==> src/rtl/jump_game_pkg.sv <==
// Shared encodings, widths and default tuning values for the jump game controller.
package jump_game_pkg;

  localparam int POS_W    = 32;
  localparam int CHARGE_W = 8;
  localparam int SCORE_W  = 16;

  localparam int CHARGE_DIV_DEF = 131072;
  localparam int STEP_DIV_DEF   = 65536;
  localparam int MAX_DIST_DEF   = 255;
  localparam int LAND_TOL_DEF   = 16;
  localparam int SCORE_MAX_DEF  = 65535;

  localparam logic BOX_INIT = 1'b0;
  localparam logic BOX_RELD = 1'b1;

  typedef enum logic [2:0] {
    ST_BOOT   = 3'd0,
    ST_IDLE   = 3'd1,
    ST_CHARGE = 3'd2,
    ST_JUMP   = 3'd3,
    ST_CHECK  = 3'd4,
    ST_RELOAD = 3'd5,
    ST_OVER   = 3'd6
  } state_t;

endpackage

==> src/rtl/prescale_tick.sv <==
// Free-running divider that emits a one-cycle tick every DIV enabled cycles;
// clear restarts the count so the first tick lands DIV cycles after clear drops.
module prescale_tick #(
  parameter int DIV = 2
) (
  input  logic clk_machine,
  input  logic rst_machine,
  input  logic clear,
  input  logic enable,
  output logic tick
);

  localparam int CW = (DIV > 1) ? $clog2(DIV) : 1;
  localparam logic [CW-1:0] LAST = CW'(DIV - 1);

  logic [CW-1:0] count;

  always_ff @(posedge clk_machine or posedge rst_machine) begin
    if (rst_machine) begin
      count <= '0;
    end else if (clear) begin
      count <= '0;
    end else if (enable) begin
      count <= (count == LAST) ? '0 : count + CW'(1);
    end
  end

  assign tick = enable && !clear && (count == LAST);

endmodule

==> src/rtl/jump_game_ctrl.sv <==
// Game-control FSM: turns a button hold into a jump, scores landings on block 2
// and drives the box positioner's INIT/RELD reload handshake.
module jump_game_ctrl
  import jump_game_pkg::*;
#(
  parameter int CHARGE_DIV = CHARGE_DIV_DEF,
  parameter int STEP_DIV   = STEP_DIV_DEF,
  parameter int MAX_DIST   = MAX_DIST_DEF,
  parameter int LAND_TOL   = LAND_TOL_DEF,
  parameter int SCORE_MAX  = SCORE_MAX_DEF
) (
  input  logic                clk_machine,
  input  logic                rst_machine,
  input  logic                i_btn,
  input  logic [POS_W-1:0]    i_x_block1,
  input  logic [POS_W-1:0]    i_x_block2,
  input  logic                i_en_block2,
  input  logic                i_reload_done,
  output logic                o_state_box,
  output logic [POS_W-1:0]    o_player_x,
  output logic [CHARGE_W-1:0] o_charge,
  output logic                o_jumping,
  output logic [SCORE_W-1:0]  o_score,
  output logic                o_game_over,
  output logic [2:0]          o_fsm_state
);

  state_t              state, state_next;
  logic                btn_prev;
  logic [POS_W-1:0]    target, target_next;
  logic [POS_W-1:0]    x_next;
  logic [CHARGE_W-1:0] charge_next, charge_inc;
  logic [SCORE_W-1:0]  score_next;
  logic [POS_W-1:0]    diff;
  logic                btn_rise;
  logic                charge_tick, step_tick;

  assign btn_rise = i_btn && !btn_prev;
  assign diff = (o_player_x >= i_x_block2) ? (o_player_x - i_x_block2)
                                           : (i_x_block2 - o_player_x);

  prescale_tick #(.DIV(CHARGE_DIV)) u_charge_tick (
    .clk_machine (clk_machine),
    .rst_machine (rst_machine),
    .clear       (state != ST_CHARGE),
    .enable      (state == ST_CHARGE),
    .tick        (charge_tick)
  );

  prescale_tick #(.DIV(STEP_DIV)) u_step_tick (
    .clk_machine (clk_machine),
    .rst_machine (rst_machine),
    .clear       (state != ST_JUMP),
    .enable      (state == ST_JUMP),
    .tick        (step_tick)
  );

  always_comb begin
    state_next  = state;
    x_next      = o_player_x;
    charge_next = o_charge;
    score_next  = o_score;
    target_next = target;
    charge_inc  = o_charge;
    case (state)
      ST_BOOT: state_next = ST_RELOAD;
      ST_RELOAD: begin
        if (i_reload_done) begin
          state_next  = ST_IDLE;
          x_next      = '0;
          charge_next = '0;
        end else begin
          x_next = i_x_block1;
        end
      end
      ST_IDLE: begin
        if (btn_rise) state_next = ST_CHARGE;
      end
      ST_CHARGE: begin
        // A tick coinciding with release still counts toward the jump distance.
        if (charge_tick && (o_charge < CHARGE_W'(MAX_DIST)))
          charge_inc = o_charge + CHARGE_W'(1);
        charge_next = charge_inc;
        if (!i_btn) begin
          state_next  = ST_JUMP;
          target_next = o_player_x + POS_W'(charge_inc);
        end
      end
      ST_JUMP: begin
        if (o_player_x == target) state_next = ST_CHECK;
        else if (step_tick) x_next = o_player_x + POS_W'(1);
      end
      ST_CHECK: begin
        if (i_en_block2 && (diff <= POS_W'(LAND_TOL))) begin
          if (o_score < SCORE_W'(SCORE_MAX)) score_next = o_score + SCORE_W'(1);
          state_next = ST_RELOAD;
        end else begin
          state_next = ST_OVER;
        end
      end
      ST_OVER: begin
        if (btn_rise) begin
          score_next = '0;
          x_next     = '0;
          state_next = ST_RELOAD;
        end
      end
      default: state_next = ST_BOOT;
    endcase
  end

  // Flag outputs are registered from the next state so they line up with o_fsm_state.
  always_ff @(posedge clk_machine or posedge rst_machine) begin
    if (rst_machine) begin
      state       <= ST_BOOT;
      btn_prev    <= 1'b0;
      target      <= '0;
      o_state_box <= BOX_INIT;
      o_player_x  <= '0;
      o_charge    <= '0;
      o_jumping   <= 1'b0;
      o_score     <= '0;
      o_game_over <= 1'b0;
    end else begin
      state       <= state_next;
      btn_prev    <= i_btn;
      target      <= target_next;
      o_state_box <= (state_next == ST_RELOAD) ? BOX_RELD : BOX_INIT;
      o_player_x  <= x_next;
      o_charge    <= charge_next;
      o_jumping   <= (state_next == ST_JUMP);
      o_score     <= score_next;
      o_game_over <= (state_next == ST_OVER);
    end
  end

  assign o_fsm_state = state;

endmodule
==> config.mk <==
export PLATFORM = sky130hd
export DESIGN_NAME = jump_game_ctrl
export DESIGN_NICKNAME = d
export VERILOG_FILES = /design/src/rtl/jump_game_pkg.sv /design/src/rtl/prescale_tick.sv /design/src/rtl/jump_game_ctrl.sv
export SDC_FILE = /design/constraint.sdc
export NUM_CORES = 1
export LEC_CHECK = 0
export CELL_PAD_IN_SITES_DETAIL_PLACEMENT = 1
export CELL_PAD_IN_SITES_GLOBAL_PLACEMENT = 2
export CORE_AREA = 2 2 188 190
export CTS_CLUSTER_SIZE = 20
export DETAILED_ROUTE_END_ITERATION = 10
export DIE_AREA = 0 0 190 192
export PLACE_DENSITY_LB_ADDON = 0.3
export SYNTH_ARGS = -nofsm -noshare
export SYNTH_HDL_FRONTEND = slang
export SYNTH_SLANG_ARGS = --single-unit
==> constraint.sdc <==
create_clock -name clk_machine -period 5.51 [get_ports clk_machine]
set_input_delay 1.653 -clock clk_machine [delete_from_list [all_inputs] [get_ports clk_machine]]
set_output_delay 1.653 -clock clk_machine [all_outputs]
set_load 0.005 [all_outputs]
==> impl_metrics.json, run 1 <==
{
  "via_per_inst": 5.54,
  "die_w_um": 190,
  "grt_pass1_wl_um": 78400,
  "synth_top_family_by_area": "compound AO/OA/AOI/OAI gates",
  "worstPathArrival_ps": 5820,
  "met3_usage_pct": 3.76,
  "maxCapViolCount": 0,
  "ys_warn_count": 0,
  "fin_crit_ps": 5460,
  "fill_cells": 4027,
  "holdWs_ps": 474,
  "hold_viol": 0,
  "met2_usage_pct": 49.7,
  "cp-start-kind": "input port",
  "io_buffers": 130,
  "cts.htree.levels": 4,
  "leakagePower_nw": 7.59,
  "final_area_mm2": 0.0171,
  "ys_types": 86,
  "setup_viol": 0,
  "cts_buffer_depth": 2,
  "gp_congestion": 0.956,
  "switching_share_pct": 46.3,
  "hp-class": "reg -> reg",
  "fin_crit_sh_pct": 99.1,
  "syn_area_mm2": 0.0115,
  "p_total_mw": 7.42,
  "crit_fanout": 8,
  "peakVddDrop_v": 0.000282,
  "layout-drive-gt1-share_pct": 27.0,
  "overflow": 0,
  "regArea_mm2": 0.00320,
  "drv_slew": 0,
  "clk_pin_slew_ps": 60,
  "slew_headroom_pct": 11.9,
  "drc": 0,
  "met1_usage_pct": 35.5,
  "wirelength_um": 52300,
  "crit_path_end_kind": "flip-flop",
  "worst_slew_pin_slew_ps": 1310,
  "yosysSeqAreaShare_pct": 27.8,
  "busiest_layer": "met2",
  "rows": 68,
  "ctsRootBufferMaster": "clkbuf_16",
  "synth_edf_count": 0,
  "synth-xor-area-share_pct": 9.13,
  "synth_nets": 1636,
  "synthMuxAreaShare_pct": 1.77,
  "power.share.clock_pct": 14.7,
  "area.growth.synth_to_final_pct": 48.7,
  "reg2reg_from": "u_charge_tick.count[4]",
  "synthFlopType": "dfrtp_1",
  "skew_ps": 12.4,
  "tns_ps": 0,
  "placed_area_mm2": 0.0152,
  "routedWlPerCell_um": 22.3,
  "hp-start": "u_charge_tick.count[0]",
  "grt_max_degree": 88,
  "cts_made_buffers": 17,
  "drt.antenna.violating_nets": 0,
  "place_hpwl_um": 40600,
  "grt_antenna_before_repair": 2,
  "first_iter_violations": 703,
  "synth_compound_area_share_pct": 23.8,
  "pwr-share-comb_pct": 65.1,
  "crit_path_start": "i_x_block2[12]",
  "tritoncts": "built",
  "coreArea_mm2": 0.0343,
  "dieArea_mm2": 0.0365,
  "synth_fa_ha_area_share_pct": 8.54,
  "fmax_mhz": 183,
  "synthArstFlopShare_pct": 100,
  "crit_type": "in -> reg",
  "multiInputGateArea_mm2": 0.00856,
  "dr.pass1.iters": 5,
  "pin_count": 131,
  "initial_utilization_pct": 33.6,
  "insertion_delay_ps": 430,
  "synth-seq-cells": 128,
  "p_per_area_mw_per_mm2": 433,
  "synth_cells": 1489,
  "seqPwrFrac_pct": 20.2,
  "outcome": "finished clean",
  "cts_hold_buf": 0,
  "switching_power_mw": 3.43,
  "grtUsageTotal_pct": 27.9,
  "p_int_mw": 3.99,
  "cts_sinks": 128,
  "die_h_um": 192,
  "syn-mean-instance-area_um2": 7.73,
  "final_nets": 2024,
  "cp_data_required_time_ps": 5870,
  "num_vias": 13000,
  "grt_pass1_vias": 13500,
  "synth-simple-area-share_pct": 23.0
}
==> layer usage <==
metal | share of wire (%) | vias to the layer above
met2 | 51 | 282
li1 | - | 6086
met5 | 0 | -
met4 | 2.3 | 0
met3 | 3.4 | 73
met1 | 44 | 6556
==> what timing repair did <==
action / CTS / global route
gates resized for setup: 57 / 187
setup endpoints to repair: 16 / 17
setup buffers: 1 / 31
pin swaps: 15 / 61
gates cloned: 0 / 2
==> flip-flops by register name (all words and copies together) (netlist names) <==
name and count:
o_jumping 1, o_player_x 32, o_fsm_state 3, o_state_box 1, target 32, o_charge 8
o_game_over 1, o_score 16, u_charge_tick.count 17, btn_prev 1, u_step_tick.count 16
==> critical path: stages <==
cell             delay [ps]
clkdlybuf4s50_1         490
inv_1                    70
ha_4                    310
buf_12                  140
nand4_1                 100
buf_6                   160
nor4_4                  280
o21ai_2                 120
and3_4                  200
buf_4                   140
buf_4                   120
o211ai_1                270
o221ai_1                170
a211o_1                 280
a2111o_2                530
buf_12                  190
or4_4                   470
a21oi_2                 120
==> synth_stat cells, types with 6 or more instances <==
master	n	area share, %
nand2_1	156	5.1
nor2_1	136	4.4
dfrtp_1	128	28
o21ai_0	128	5.6
a21oi_1	118	5.1
inv_1	84	2.7
ha_1	77	8.4
xor2_1	63	4.8
xnor2_1	57	4.3
nor3_1	50	2.2
clkbuf_1	49	1.6
nand3_1	48	2.1
and3_1	31	1.7
nand4_1	28	1.5
nor4_1	24	1.3
a21o_1	20	1.3
o21a_1	20	1.3
o211ai_1	18	1.2
mux2i_1	17	1.5
nand2b_1	16	0.87
buf_2	15	0.65
buf_4	13	0.85
a211oi_1	12	0.78
or3_1	12	0.65
o21ai_1	11	0.48
nor2b_1	10	0.54
o31ai_1	10	0.65
a32oi_1	9	0.68
o22ai_1	9	0.49
o21bai_1	8	0.52
and2_1	7	0.38
or4_1	6	0.39
==> layout by cell type, fill, tap and decap left out, types with 29 or more instances in the layout <==
master / synthesis / routed
buf_4: 13 / 288
nand2_1: 156 / 148
nor2_1: 136 / 129
dfrtp_1: 128 / 128
o21ai_0: 128 / 115
clkdlybuf4s50_1: 0 / 108
a21oi_1: 118 / 89
inv_1: 84 / 72
xor2_1: 63 / 61
xnor2_1: 57 / 56
ha_1: 77 / 56
nand3_1: 48 / 47
nor3_1: 50 / 43
and3_1: 31 / 29
==> worst paths after layout <==
kind / endpoint / slack, ps / depth (start not counted)
worst max-delay path: o_score[8] / 50 / 18
worst min-delay path: u_charge_tick.count[0] / 470 / 1
worst max register to register: target[26] / 750 / 20
worst min register to register: u_charge_tick.count[0] / 470 / 1
max in group asynchronous: u_charge_tick.count[6] / 2840 / 3
min in group asynchronous: o_player_x[5] / 1790 / 2
==> stage by stage <==
stage | utilization, % | std cells | setup WS, ps
floorplan | - | 1489 | 428
CTS | 46.6 | 2310 | -7.87
finish | 49.9 | 2344 | 52.2
global route | 49.9 | 2343 | -56.2
global placement | 44.3 | 2279 | -720
detailed placement | 44.3 | 2279 | -789
==> cell families after synthesis <==
family / Yosys count
flip-flops: 128
buffers and inverters: 163
adder cells (fa/ha/maj): 78
multiplexers: 20
XOR/XNOR: 120
AO/OA/AOI/OAI: 432
AND/OR/NAND/NOR: 548
==> final cells by class <==
type / count / area share (%)
Multi-Input combinational cell: 1198 / 50.0
Tap cell: 455 / 3.32
Clock inverter: 6 / 0.336
Inverter: 85 / 1.89
Timing Repair Buffer: 447 / 22.9
Clock buffer: 24 / 2.87
Antenna cell: 1 / 0.0146
Sequential cell: 128 / 18.7
==> power by group through the flow <==
stage	clock network, mW	logic [mW]	registers (mW)
finish	1.09	4.83	1.50
global route	1.14	5.20	1.53
CTS	1.10	4.32	1.48
detailed placement	0	4.17	1.49
global placement	0	4.12	1.48
floorplan	0	2.21	1.36
Power figures use the tool's default switching activity.
==> run 2, diff against run 1 <==
RECOVER_POWER = 50   (was not set)
==> run 2 against run 1 <==
Compared with the run above:
- global-route usage unchanged
- routed wire length is essentially flat
- register-to-register slack is essentially flat
- largest power group unchanged
- the flow now finishes with violations (max-capacitance violations, max-slew violations)
- combinational power is essentially flat
- setup slack worse by 5.4 ps
- sequential power about the same
- clock skew is 1.7 ps higher
- first-iteration DRC count shrank 2.0%
==> impl_metrics.json, run 2 (synthesis gave the netlist of run 1 again) <==
{
  "outcome": "finished, violations left",
  "violations": "max-capacitance violations, max-slew violations",
  "wirelength_um": 52400,
  "leakagePower_nw": 7.57,
  "first_iter_violations": 689,
  "routedWlPerCell_um": 22.3,
  "pin_count": 131,
  "drv_slew": 119,
  "insertion_delay_ps": 430,
  "cts_made_buffers": 17,
  "dr.max_layer_used": "met4",
  "drt.antenna.violating_nets": 0,
  "num_vias": 13100,
  "tns_ps": 0,
  "largest_registers": "o_player_x x32, target x32, u_charge_tick.count x17",
  "worstPathArrival_ps": 5820,
  "crit_type": "in -> reg",
  "io_buffers": 130,
  "grt_pass1_vias": 13500,
  "initial_utilization_pct": 33.6,
  "gp_congestion": 0.956,
  "clk_pin_slew_ps": 60,
  "multiInputGateArea_mm2": 0.00856,
  "fill_cells": 4028,
  "hp-class": "reg -> reg",
  "setup_ws_ps": 46.8,
  "place_hpwl_um": 40600,
  "die_w_um": 190,
  "dr.pass1.iters": 6,
  "rows": 68,
  "p_total_mw": 7.42,
  "crit_fanout": 8,
  "tritoncts": "built",
  "skew_ps": 14.1,
  "hold_viol": 0,
  "peakVddDrop_v": 0.000280,
  "fin_crit_ps": 5460,
  "cp_data_required_time_ps": 5870,
  "crit_path_end_kind": "flip-flop",
  "p_per_area_mw_per_mm2": 434,
  "grtUsageTotal_pct": 27.9,
  "grt_max_degree": 88,
  "grt_antenna_before_repair": 2,
  "cts_hold_buf": 0,
  "coreArea_mm2": 0.0343,
  "grt_pass1_wl_um": 78400,
  "die_h_um": 192,
  "ctsRootBufferMaster": "clkbuf_16",
  "layout-drive-gt1-share_pct": 26.9,
  "fin_crit_sh_pct": 99.1,
  "cts_buffer_depth": 2,
  "regArea_mm2": 0.00320,
  "layout_commonest_cell": "buf_4",
  "m1WireLength_um": 22800,
  "via_per_inst": 5.58,
  "stdcell_count": 2344,
  "setup_viol": 0,
  "fmax_mhz": 183,
  "final_nets": 2024,
  "layout_common_cells": "buf_4, nand2_1, nor2_1",
  "drc": 0,
  "cts.htree.levels": 4,
  "maxCapViolCount": 2,
  "place_inst": 2279,
  "cp-start-kind": "input port",
  "pre_cts_ws_ps": -789,
  "overflow": 0,
  "slew_headroom_pct": -33.6,
  "met3_length_um": 1940,
  "dr_wl_met2_um": 26400,
  "dieArea_mm2": 0.0365,
  "cts_sinks": 128,
  "worst_slew_pin_slew_ps": 2000,
  "area.growth.synth_to_final_pct": 48.6
}
## run 2: report_power, final
group,switching [mW],internal [mW],total [mW]
clock,0.430,0.660,1.09
combinational,2.65,2.18,4.83
sequential,0.354,1.15,1.50
total,3.43,3.99,7.42
## run 2: path summary, 6_finish.rpt
path | start | endpoint | slack (ps) | cells after the start
max in group asynchronous | rst_machine | u_charge_tick.count[6] | 1200 | 3
setup reg to reg | u_charge_tick.count[4] | target[26] | 750 | 20
min in group asynchronous | rst_machine | o_game_over | 2230 | 2
setup / recovery | i_x_block2[12] | o_score[8] | 50 | 18
hold / removal | u_charge_tick.count[0] | u_charge_tick.count[0] | 470 | 1
hold reg to reg | u_charge_tick.count[0] | u_charge_tick.count[0] | 470 | 1
## run 2: timing repair
item	in CTS	in global routing
setup endpoints to repair	16	17
gates resized for setup	57	187
pin swaps	15	61
buffers inserted	1	31
cloned	0	2
## run 2: area by class of cell
| class | instances | area share (%) |
|---|---|---|
| Multi-Input combinational cell | 1198 | 50.0 |
| Timing Repair Buffer | 447 | 22.8 |
| Sequential cell | 128 | 18.7 |
| Tap cell | 455 | 3.33 |
| Clock buffer | 24 | 2.87 |
| Inverter | 85 | 1.89 |
| Clock inverter | 6 | 0.336 |
| Antenna cell | 1 | 0.0146 |
## run 2: layer usage
layer,GRT usage (%),vias to the layer above
li1,-,6080
met1,35.5,6608
met2,49.7,297
met3,3.76,85
met4,7.25,0
met5,0,-
## run 2: through the flow
stage	hold slack, ps	area (um2)	utilization [%]
floorplan	433	11500	-
global placement	454	15200	44.3
detailed placement	471	15200	44.3
CTS	477	16000	46.6
global route	498	17100	49.9
finish	474	17100	49.9
## run 2: critical path, cell delays in order
cell             delay, ps
clkdlybuf4s50_1        490
inv_1                   70
ha_4                   310
buf_12                 140
nand4_1                100
buf_6                  160
nor4_4                 280
o21ai_2                120
and3_4                 200
buf_4                  140
buf_4                  120
o211ai_1               270
o221ai_1               170
a211o_1                280
a2111o_2               530
buf_12                 180
or4_4                  470
a21oi_2                120
==> run 3, diff against run 2 <==
CORE_AREA = 2 2 178 180   (was 2 2 188 190)
DIE_AREA = 0 0 180 182   (was 0 0 190 192)
DONT_BUFFER_PORTS = 1   (was not set)
RECOVER_POWER = not set   (was 50)
==> run 3 against run 2 <==
Compared with the run above:
- the flow now finishes without violations
- sequential cell count stayed put
- clock skew is 6.2 ps higher
- global-route usage is 0.17 points higher
- routed wire length is 12% lower
- setup slack better by 120 ps
- critical path type unchanged
- largest power group unchanged
==> impl_metrics.json, run 3 (synthesis gave the netlist of run 1 again) <==
{
  "first_iter_violations": 764,
  "met2_usage_pct": 46.6,
  "cp_num_buf_inv": 4,
  "coreArea_mm2": 0.0310,
  "setup_viol": 0,
  "stdcell_count": 1962,
  "cpPeakStageDelay_ps": 610,
  "die_h_um": 182,
  "final_nets": 1693,
  "routedWlPerCell_um": 23.6,
  "critPathMostFrequentCell": "buf_4",
  "initial_utilization_pct": 37.2,
  "drt.antenna.violating_nets": 0,
  "layout_commonest_cell": "nand2_1",
  "gp_congestion": 0.965,
  "p_per_area_mw_per_mm2": 464,
  "tns_ps": 0,
  "cp-start-kind": "input port",
  "die_w_um": 180,
  "grtUsageTotal_pct": 28.1,
  "fin_crit_ps": 5340,
  "layout-drive-gt1-share_pct": 11.5,
  "crit_fanout": 20,
  "area.growth.synth_to_final_pct": 14.5,
  "peakVddDrop_v": 0.000254,
  "grt_pass1_wl_um": 71900,
  "place_inst": 1929,
  "wirelength_um": 46300,
  "crit_chain": "inv_1, ha_1, buf_4, buf_4, nand2_1, nor2_1, nor3b_2, a21oi_2, o21a_1, or3_1, a2111oi_0, nand4_1, a2111o_1, buf_12, a22oi_1, mux2_2",
  "crit_type": "in -> reg",
  "cp_data_required_time_ps": 5820,
  "fmax_mhz": 187,
  "overflow": 0,
  "worst_path_max_delay_cell": "a2111oi_0",
  "layout_common_cells": "nand2_1, nor2_1, o21ai_0, dfrtp_1, a21oi_1",
  "grt_pass1_vias": 12200,
  "ctsRootBufferMaster": "clkbuf_16",
  "worst_slew_pin_slew_ps": 1140,
  "clk_pin_slew_ps": 80,
  "via_per_inst": 5.91,
  "slew_headroom_pct": 24.2,
  "io_buffers": 0,
  "crit_family": "compound AO/OA/AOI/OAI gates",
  "cts_sinks": 128,
  "place_hpwl_um": 36800,
  "rsz0062_at_grt": "no",
  "met1_usage_pct": 35.9,
  "met3_usage_pct": 6.16,
  "rows": 65,
  "largest_registers": "o_player_x x32, target x32, u_charge_tick.count x17",
  "drv_slew": 0,
  "num_vias": 11600,
  "cts_setup_buffers": 0,
  "leakagePower_nw": 5.78,
  "outcome": "finished clean",
  "pin_count": 131,
  "drc": 0,
  "cts_hold_buf": 0,
  "insertion_delay_ps": 440,
  "maxCapViolCount": 0,
  "holdWs_ps": 462,
  "cts_made_buffers": 17,
  "cts_buffer_depth": 2,
  "post_cts_resized": 0,
  "worstPathArrival_ps": 5650,
  "busiest_layer": "met2",
  "fin_crit_sh_pct": 96.9,
  "dieArea_mm2": 0.0328,
  "crit_path_end_kind": "flip-flop",
  "grt_antenna_before_repair": 2,
  "hp-class": "reg -> reg",
  "skew_ps": 20.3,
  "cts.htree.levels": 4,
  "hold_viol": 0,
  "tritoncts": "built",
  "dr.pass1.iters": 5,
  "grt_max_degree": 69,
  "post-route-util_pct": 42.5
}
## run 3: worst paths after layout
check                      slack, ps              startpoint  depth (start not counted)                     end
max                              170           i_x_block2[5]                         16              o_score[1]
min                              460  u_charge_tick.count[0]                          1  u_charge_tick.count[0]
max reg2reg                      770  u_charge_tick.count[4]                         20              target[26]
min reg2reg                      460  u_charge_tick.count[0]                          1  u_charge_tick.count[0]
max in group asynchronous       3370             rst_machine                          2             o_charge[6]
min in group asynchronous       1160             rst_machine                          1              o_score[4]
## run 3: layer usage
| metal | vias to the layer above | wire length (um) |
|---|---|---|
| li1 | 5419 | - |
| met4 | 2 | 1530 |
| met3 | 85 | 2990 |
| met5 | - | 13 |
| met2 | 340 | 21700 |
| met1 | 5759 | 20100 |
## run 3: final cells by class
| type | count | area (um2) |
|---|---|---|
| inverter | 85 | 324 |
| antenna | 1 | 2.50 |
| tap | 402 | 503 |
| timing repair buffer | 116 | 896 |
| sequential | 128 | 3200 |
| clock inverter | 15 | 180 |
| fill | 3774 | 17800 |
| multi-input combinational | 1198 | 7650 |
| clock buffer | 17 | 425 |
## run 3: through the flow
stage / worst slack (ps) / cell area (um2) / power, mW
floorplan: 428 / 11500 / 3.56
global placement: -130 / 12600 / 4.83
detailed placement: -170 / 12600 / 4.88
CTS: 254 / 13200 / 6.09
global route: 16.2 / 13200 / 6.52
finish: 170 / 13200 / 6.11
## run 3: power by group
group	internal [mW]	switching [mW]	total, mW
clock network	0.616	0.557	1.17
registers	1.15	0.329	1.47
logic	1.28	2.19	3.47
